[src/rtl/avl_burst_splitter_pkg.sv]
// Shared types and constants for the Avalon burst splitter: FSM encoding,
// burst-count width and the largest burst the splitter will honour.
package avl_burst_splitter_pkg;

    localparam int BURST_W   = 5;
    localparam int MAX_BURST = 16;
    localparam int PEND_W    = 4;

    typedef enum logic [2:0] {
        IDLE     = 3'd0,
        WR_ISSUE = 3'd1,
        WR_DATA  = 3'd2,
        RD_ISSUE = 3'd3,
        RD_WAIT  = 3'd4
    } state_t;

    // A zero burst count means one beat; anything above MAX_BURST is clamped.
    function automatic logic [BURST_W-1:0] burst_len(input logic [BURST_W-1:0] cnt);
        if (cnt == '0) return BURST_W'(1);
        if (cnt > BURST_W'(MAX_BURST)) return BURST_W'(MAX_BURST);
        return cnt;
    endfunction

endpackage

[src/rtl/avl_pending_counter.sv]
// Tracks single-word reads issued downstream whose data has not yet returned.
// Return data arriving with nothing pending is flagged as underflow and ignored.
module avl_pending_counter
    import avl_burst_splitter_pkg::*;
#(
    parameter int MAX = 4
) (
    input  logic              clk,
    input  logic              rst_n,
    input  logic              inc,
    input  logic              dec,
    output logic [PEND_W-1:0] count,
    output logic              full,
    output logic              empty,
    output logic              underflow
);

    logic dec_ok;

    assign empty     = (count == '0);
    assign full      = (count >= PEND_W'(MAX));
    assign underflow = dec & empty;
    assign dec_ok    = dec & ~empty;

    always_ff @(posedge clk or negedge rst_n) begin
        if (!rst_n) begin
            count <= '0;
        end else if (inc && !dec_ok) begin
            count <= count + PEND_W'(1);
        end else if (!inc && dec_ok) begin
            count <= count - PEND_W'(1);
        end
    end

endmodule

[src/rtl/avl_burst_splitter.sv]
// Converts upstream Avalon-MM bursts into single-word pipelined transfers on a
// non-bursting downstream master, forwarding read data with one cycle latency.
module avl_burst_splitter
    import avl_burst_splitter_pkg::*;
#(
    parameter int pMAX_PENDING = 4,
    parameter int pBYTE_ADDR   = 1
) (
    input  logic               iCLK,
    input  logic               iRESET,
    // Upstream bursting slave. Handshake: a beat transfers on the rising edge
    // where (iWRITE|iREAD) is high and oWAIT_REQUEST is low; oWAIT_REQUEST is
    // a function of state only. Downstream uses the same rule with
    // (oWRITE|oREAD) and iWAIT_REQUEST.
    input  logic [31:0]        iADDRESS,
    input  logic               iWRITE,
    input  logic               iREAD,
    input  logic [31:0]        iWRITE_DATA,
    input  logic [BURST_W-1:0] iBURST_COUNT,
    output logic               oWAIT_REQUEST,
    output logic [31:0]        oREAD_DATA,
    output logic               oREAD_DATA_VALID,
    // Downstream non-bursting pipelined master
    output logic [31:0]        oADDRESS,
    output logic               oWRITE,
    output logic               oREAD,
    output logic [31:0]        oWRITE_DATA,
    input  logic               iWAIT_REQUEST,
    input  logic [31:0]        iREAD_DATA,
    input  logic               iREAD_DATA_VALID,
    output logic               oERROR,
    output state_t             dbg_state
);

    state_t             state, state_nxt;
    logic [31:0]        addr_q, addr_nxt;
    logic [31:0]        wdata_q, wdata_nxt;
    logic [BURST_W-1:0] rem_q, rem_nxt;
    logic               ready_q;
    logic               up_ready, up_wr, up_rd, wr_fire, rd_fire;
    logic [PEND_W-1:0]  pend_count;
    logic               pend_full, pend_empty, pend_underflow;

    // ready_q keeps wait-request high until the first edge after reset release.
    assign up_ready      = ready_q && (state == IDLE || state == WR_DATA);
    assign oWAIT_REQUEST = ~up_ready;
    assign up_wr         = iWRITE & up_ready;
    assign up_rd         = iREAD & ~iWRITE & up_ready;

    assign oWRITE      = (state == WR_ISSUE);
    assign oREAD       = (state == RD_ISSUE) && !pend_full;
    assign wr_fire     = oWRITE & ~iWAIT_REQUEST;
    assign rd_fire     = oREAD & ~iWAIT_REQUEST;
    assign oADDRESS    = (pBYTE_ADDR != 0) ? {addr_q[29:0], 2'b00} : addr_q;
    assign oWRITE_DATA = wdata_q;
    assign dbg_state   = state;

    avl_pending_counter #(.MAX(pMAX_PENDING)) u_pending (
        .clk       (iCLK),
        .rst_n     (iRESET),
        .inc       (rd_fire),
        .dec       (iREAD_DATA_VALID),
        .count     (pend_count),
        .full      (pend_full),
        .empty     (pend_empty),
        .underflow (pend_underflow)
    );

    always_comb begin
        state_nxt = state;
        addr_nxt  = addr_q;
        wdata_nxt = wdata_q;
        rem_nxt   = rem_q;
        case (state)
            IDLE: begin
                if (up_wr) begin
                    addr_nxt  = iADDRESS;
                    wdata_nxt = iWRITE_DATA;
                    rem_nxt   = burst_len(iBURST_COUNT);
                    state_nxt = WR_ISSUE;
                end else if (up_rd) begin
                    addr_nxt  = iADDRESS;
                    rem_nxt   = burst_len(iBURST_COUNT);
                    state_nxt = RD_ISSUE;
                end
            end
            WR_ISSUE: begin
                if (wr_fire) begin
                    addr_nxt  = addr_q + 32'd1;
                    rem_nxt   = rem_q - BURST_W'(1);
                    state_nxt = (rem_q == BURST_W'(1)) ? IDLE : WR_DATA;
                end
            end
            WR_DATA: begin
                // Follow-on beats carry data only; their address/count are ignored.
                if (up_wr) begin
                    wdata_nxt = iWRITE_DATA;
                    state_nxt = WR_ISSUE;
                end
            end
            RD_ISSUE: begin
                if (rd_fire) begin
                    addr_nxt = addr_q + 32'd1;
                    rem_nxt  = rem_q - BURST_W'(1);
                    if (rem_q == BURST_W'(1)) state_nxt = RD_WAIT;
                end
            end
            RD_WAIT: begin
                if (pend_empty || (pend_count == PEND_W'(1) && iREAD_DATA_VALID))
                    state_nxt = IDLE;
            end
            default: state_nxt = IDLE;
        endcase
    end

    always_ff @(posedge iCLK or negedge iRESET) begin
        if (!iRESET) begin
            state   <= IDLE;
            addr_q  <= '0;
            wdata_q <= '0;
            rem_q   <= '0;
            ready_q <= 1'b0;
        end else begin
            state   <= state_nxt;
            addr_q  <= addr_nxt;
            wdata_q <= wdata_nxt;
            rem_q   <= rem_nxt;
            ready_q <= 1'b1;
        end
    end

    always_ff @(posedge iCLK or negedge iRESET) begin
        if (!iRESET) begin
            oREAD_DATA       <= '0;
            oREAD_DATA_VALID <= 1'b0;
            oERROR           <= 1'b0;
        end else begin
            oREAD_DATA_VALID <= iREAD_DATA_VALID & ~pend_empty;
            if (iREAD_DATA_VALID && !pend_empty) oREAD_DATA <= iREAD_DATA;
            if (pend_underflow) oERROR <= 1'b1;
        end
    end

endmodule

[config.mk]
export PLATFORM = sky130hd
export DESIGN_NAME = avl_burst_splitter
export DESIGN_NICKNAME = d
export VERILOG_FILES = /design/src/rtl/avl_burst_splitter_pkg.sv /design/src/rtl/avl_pending_counter.sv /design/src/rtl/avl_burst_splitter.sv
export SDC_FILE = /design/constraint.sdc
export NUM_CORES = 1
export LEC_CHECK = 0
export BUFFER_PORTS_ARGS = -buffer_cell sky130_fd_sc_hd__buf_2
export CAP_MARGIN = 20
export CORE_UTILIZATION = 49
export CTS_CLUSTER_SIZE = 12
export DETAILED_ROUTE_END_ITERATION = 8
export PLACE_DENSITY = 0.79
export SETUP_SLACK_MARGIN = 0.1
export SLEW_MARGIN = 40
export SYNTH_ARGS = -nofsm -noshare
export SYNTH_HDL_FRONTEND = slang
export SYNTH_SLANG_ARGS = --single-unit
export TNS_END_PERCENT = 20
[constraint.sdc]
create_clock -name iCLK -period 2.95 [get_ports iCLK]
set_input_delay 0.295 -clock iCLK [delete_from_list [all_inputs] [get_ports iCLK]]
set_output_delay 0.295 -clock iCLK [all_outputs]
set_load 0.1 [all_outputs]
==> impl_metrics.json <==
{
  "hp-class": "in -> reg",
  "overflow": 0,
  "required_ps": 3220,
  "grt_pass1_wl_um": 22200,
  "clock_skew_ps": 15.6,
  "routed_wl_um": 13600,
  "finalSetupViolations": 0,
  "synth_seq_area_share": 0.523,
  "crit_path_end_kind": "register",
  "track_usage": 0.252,
  "cts_resized": 0,
  "die_area_mm2": 0.0111,
  "start_kind": "register",
  "synthToLayoutAreaGrowth_pct": 26.5,
  "drv_slew": 0,
  "yosys_warnings": 0,
  "clockBufferDepth": 2,
  "max_freq_mhz": 430,
  "clock-sinks": 109,
  "dp_hpwl_um": 10000,
  "crit_path_max_fanout": 12,
  "wl_met2_um": 6980,
  "netlist_area_mm2": 0.00522,
  "rsz0062_at_grt": "false",
  "synth-edff-count": 0,
  "finalHoldViolCount": 0,
  "crit_arrival_ps": 2600,
  "tightest_slew_ps": 669,
  "period_share": 0.789,
  "maxCapViolations": 0,
  "ys_ff_latch": 109,
  "detail-route-antenna-nets": 0,
  "routed-wl-met3_um": 1050,
  "drt-pass1-iter-count": 4,
  "cts_tree": "yes",
  "fin_crit_ps": 2330,
  "worstSetupPathType": "reg -> reg",
  "cts_made_buffers": 9,
  "root_buffer": "clkbuf_8",
  "n_antenna_cell": 0,
  "drc": 0,
  "place.gp.congestion": 0.871,
  "fp.dieH_um": 105,
  "grt_pass1_vias": 4722,
  "antenna_found_initial": 0,
  "start_util": 0.505,
  "die_x_um": 105,
  "path_clk_slew_ps": 120,
  "routed_via_density": 5.58,
  "ioPinCount": 211,
  "syn_avg_cell_area_um2": 10.9,
  "setup_tns_ps": 0,
  "outcome": "finished, final reports clean",
  "highest_layer": "met4",
  "core-area_mm2": 0.0103,
  "rows": 37,
  "port_buffers": 206,
  "yosysUniqueCellTypes": 59,
  "clk_latency_ps": 380,
  "avgRoutedWirePerCell_um": 16.6,
  "grt_max_degree": 59,
  "routedLengthMet1_um": 5420,
  "synth_cells": 479,
  "drt_iter0_markers": 299,
  "max-slew-margin-rel": 0.554,
  "finalNetCount": 794,
  "layout-drive-gt1-share": 0.464,
  "vias": 4578,
  "cts.htree.levels": 3,
  "ys.flop_type": "dfrtp_1",
  "async_flop_share": 1.00
}
[per-layer routing]
layer	vias up	global-route usage
met2	199	0.448
met4	0	0.101
li1	2146	-
met5	-	0
met1	2215	0.297
met3	18	0.0524
[layout make-up]
type / count / area (um^2)
Inverter: 11 / 41.3
Fill cell: 843 / 3720
Sequential cell: 109 / 2730
Multi-Input combinational cell: 331 / 2340
Clock buffer: 10 / 138
Clock inverter: 6 / 53.8
Tap cell: 136 / 170
Timing Repair Buffer: 218 / 1130
[what timing repair did]
action | 4_1_cts | 5_1_grt
endpoints found under the hold margin | 49 | 0
hold buffers | 1 | 0
buffers inserted | 0 | 0
[worst paths after layout]
check | from | endpoint | slack [ps] | depth (start not counted)
worst max register to register | u_pending.count[2]$_DFFE_PN0P_ | addr_q[24]$_DFFE_PN0P_ | 620 | 6
min in group asynchronous | iRESET | addr_q[29]$_DFFE_PN0P_ | 480 | 2
max in group asynchronous | iRESET | oREAD_DATA[20]$_DFFE_PN0P_ | 1670 | 3
worst min-delay path | iREAD_DATA[5] | oREAD_DATA[5]$_DFFE_PN0P_ | 140 | 2
worst min register to register | oERROR$_DFFE_PN0P_ | oERROR$_DFFE_PN0P_ | 470 | 1
worst max-delay path | u_pending.count[2]$_DFFE_PN0P_ | addr_q[24]$_DFFE_PN0P_ | 620 | 6
[critical path: stages, from the launching register on]
cell	delay, ps
dfrtp_1	460
or3b_1	390
a221o_1	350
nor2_2	420
buf_4	280
o21ai_0	100
a22o_1	240
[cells in the mapped netlist, types with 3 or more instances]
cell | n | area, um^2
buf_2 | 4 | 20.0
nand2_1 | 36 | 135
nor4_1 | 6 | 37.5
a31o_2 | 4 | 35.0
and3_1 | 4 | 25.0
nand3_1 | 19 | 95.1
o211ai_1 | 3 | 22.5
a2bb2oi_1 | 10 | 87.6
inv_1 | 11 | 41.3
nor3_1 | 9 | 45.0
xor2_1 | 3 | 26.3
o21ai_0 | 20 | 100
o41ai_1 | 3 | 26.3
o22ai_1 | 13 | 81.3
mux2_2 | 66 | 743
a31oi_1 | 5 | 31.3
mux2i_1 | 4 | 40.0
nand4_1 | 5 | 31.3
nor2_1 | 29 | 109
dfrtp_1 | 109 | 2730
and4_1 | 3 | 26.3
ha_1 | 7 | 87.6
clkbuf_1 | 19 | 71.3
a21oi_1 | 37 | 185
and2_1 | 5 | 31.3
[kinds of logic after synthesis]
| kind of cell | Yosys count | synth area share |
|---|---|---|
| simple gates | 132 | 0.127 |
| other cells | 2 | 0.00144 |
| mux | 70 | 0.150 |
| compound gates | 115 | 0.142 |
| flops | 109 | 0.523 |
| xor+xnor | 4 | 0.00672 |
| fa+ha+maj | 7 | 0.0168 |
| buf+inv | 40 | 0.0329 |
[through the flow]
step	util	worst slack (ps)	hold slack, ps	std cells	cell area, um^2
after floorplan	-	191	-0.591	480	5230
after global placement	0.620	696	362	804	6400
after detailed placement	0.620	635	369	804	6400
after CTS	0.639	627	125	821	6600
after global routing	0.639	457	122	821	6600
final	0.639	624	138	821	6600
[cell usage in the layout, fill, tap and decap left out, drive strengths merged, types with 3 or more instances in the layout]
cell / count
nor3: 9
o211ai: 3
and2: 5
buf: 217
ha: 7
nor2: 29
and3: 5
o22ai: 13
o41ai: 3
nand3: 19
conb: 3
nor4: 6
dfrtp: 109
a31oi: 5
mux2: 66
clkbuf: 10
xor2: 3
a22o: 3
or4: 3
and4: 3
a2bb2oi: 10
nand2: 36
inv: 15
nand4: 6
mux2i: 4
o21ai: 20
a31o: 4
a21oi: 38
[state kept, by name (all words and copies together), names as in the netlist, 3 cells and up]
name and cells:
rem_q 5, u_pending.count 4, oREAD_DATA 32, addr_q 30
oWRITE_DATA 32, dbg_state 3
Power is not shown: default switching activity piles up to over one toggle a cycle in this logic, so the estimate is an artifact.
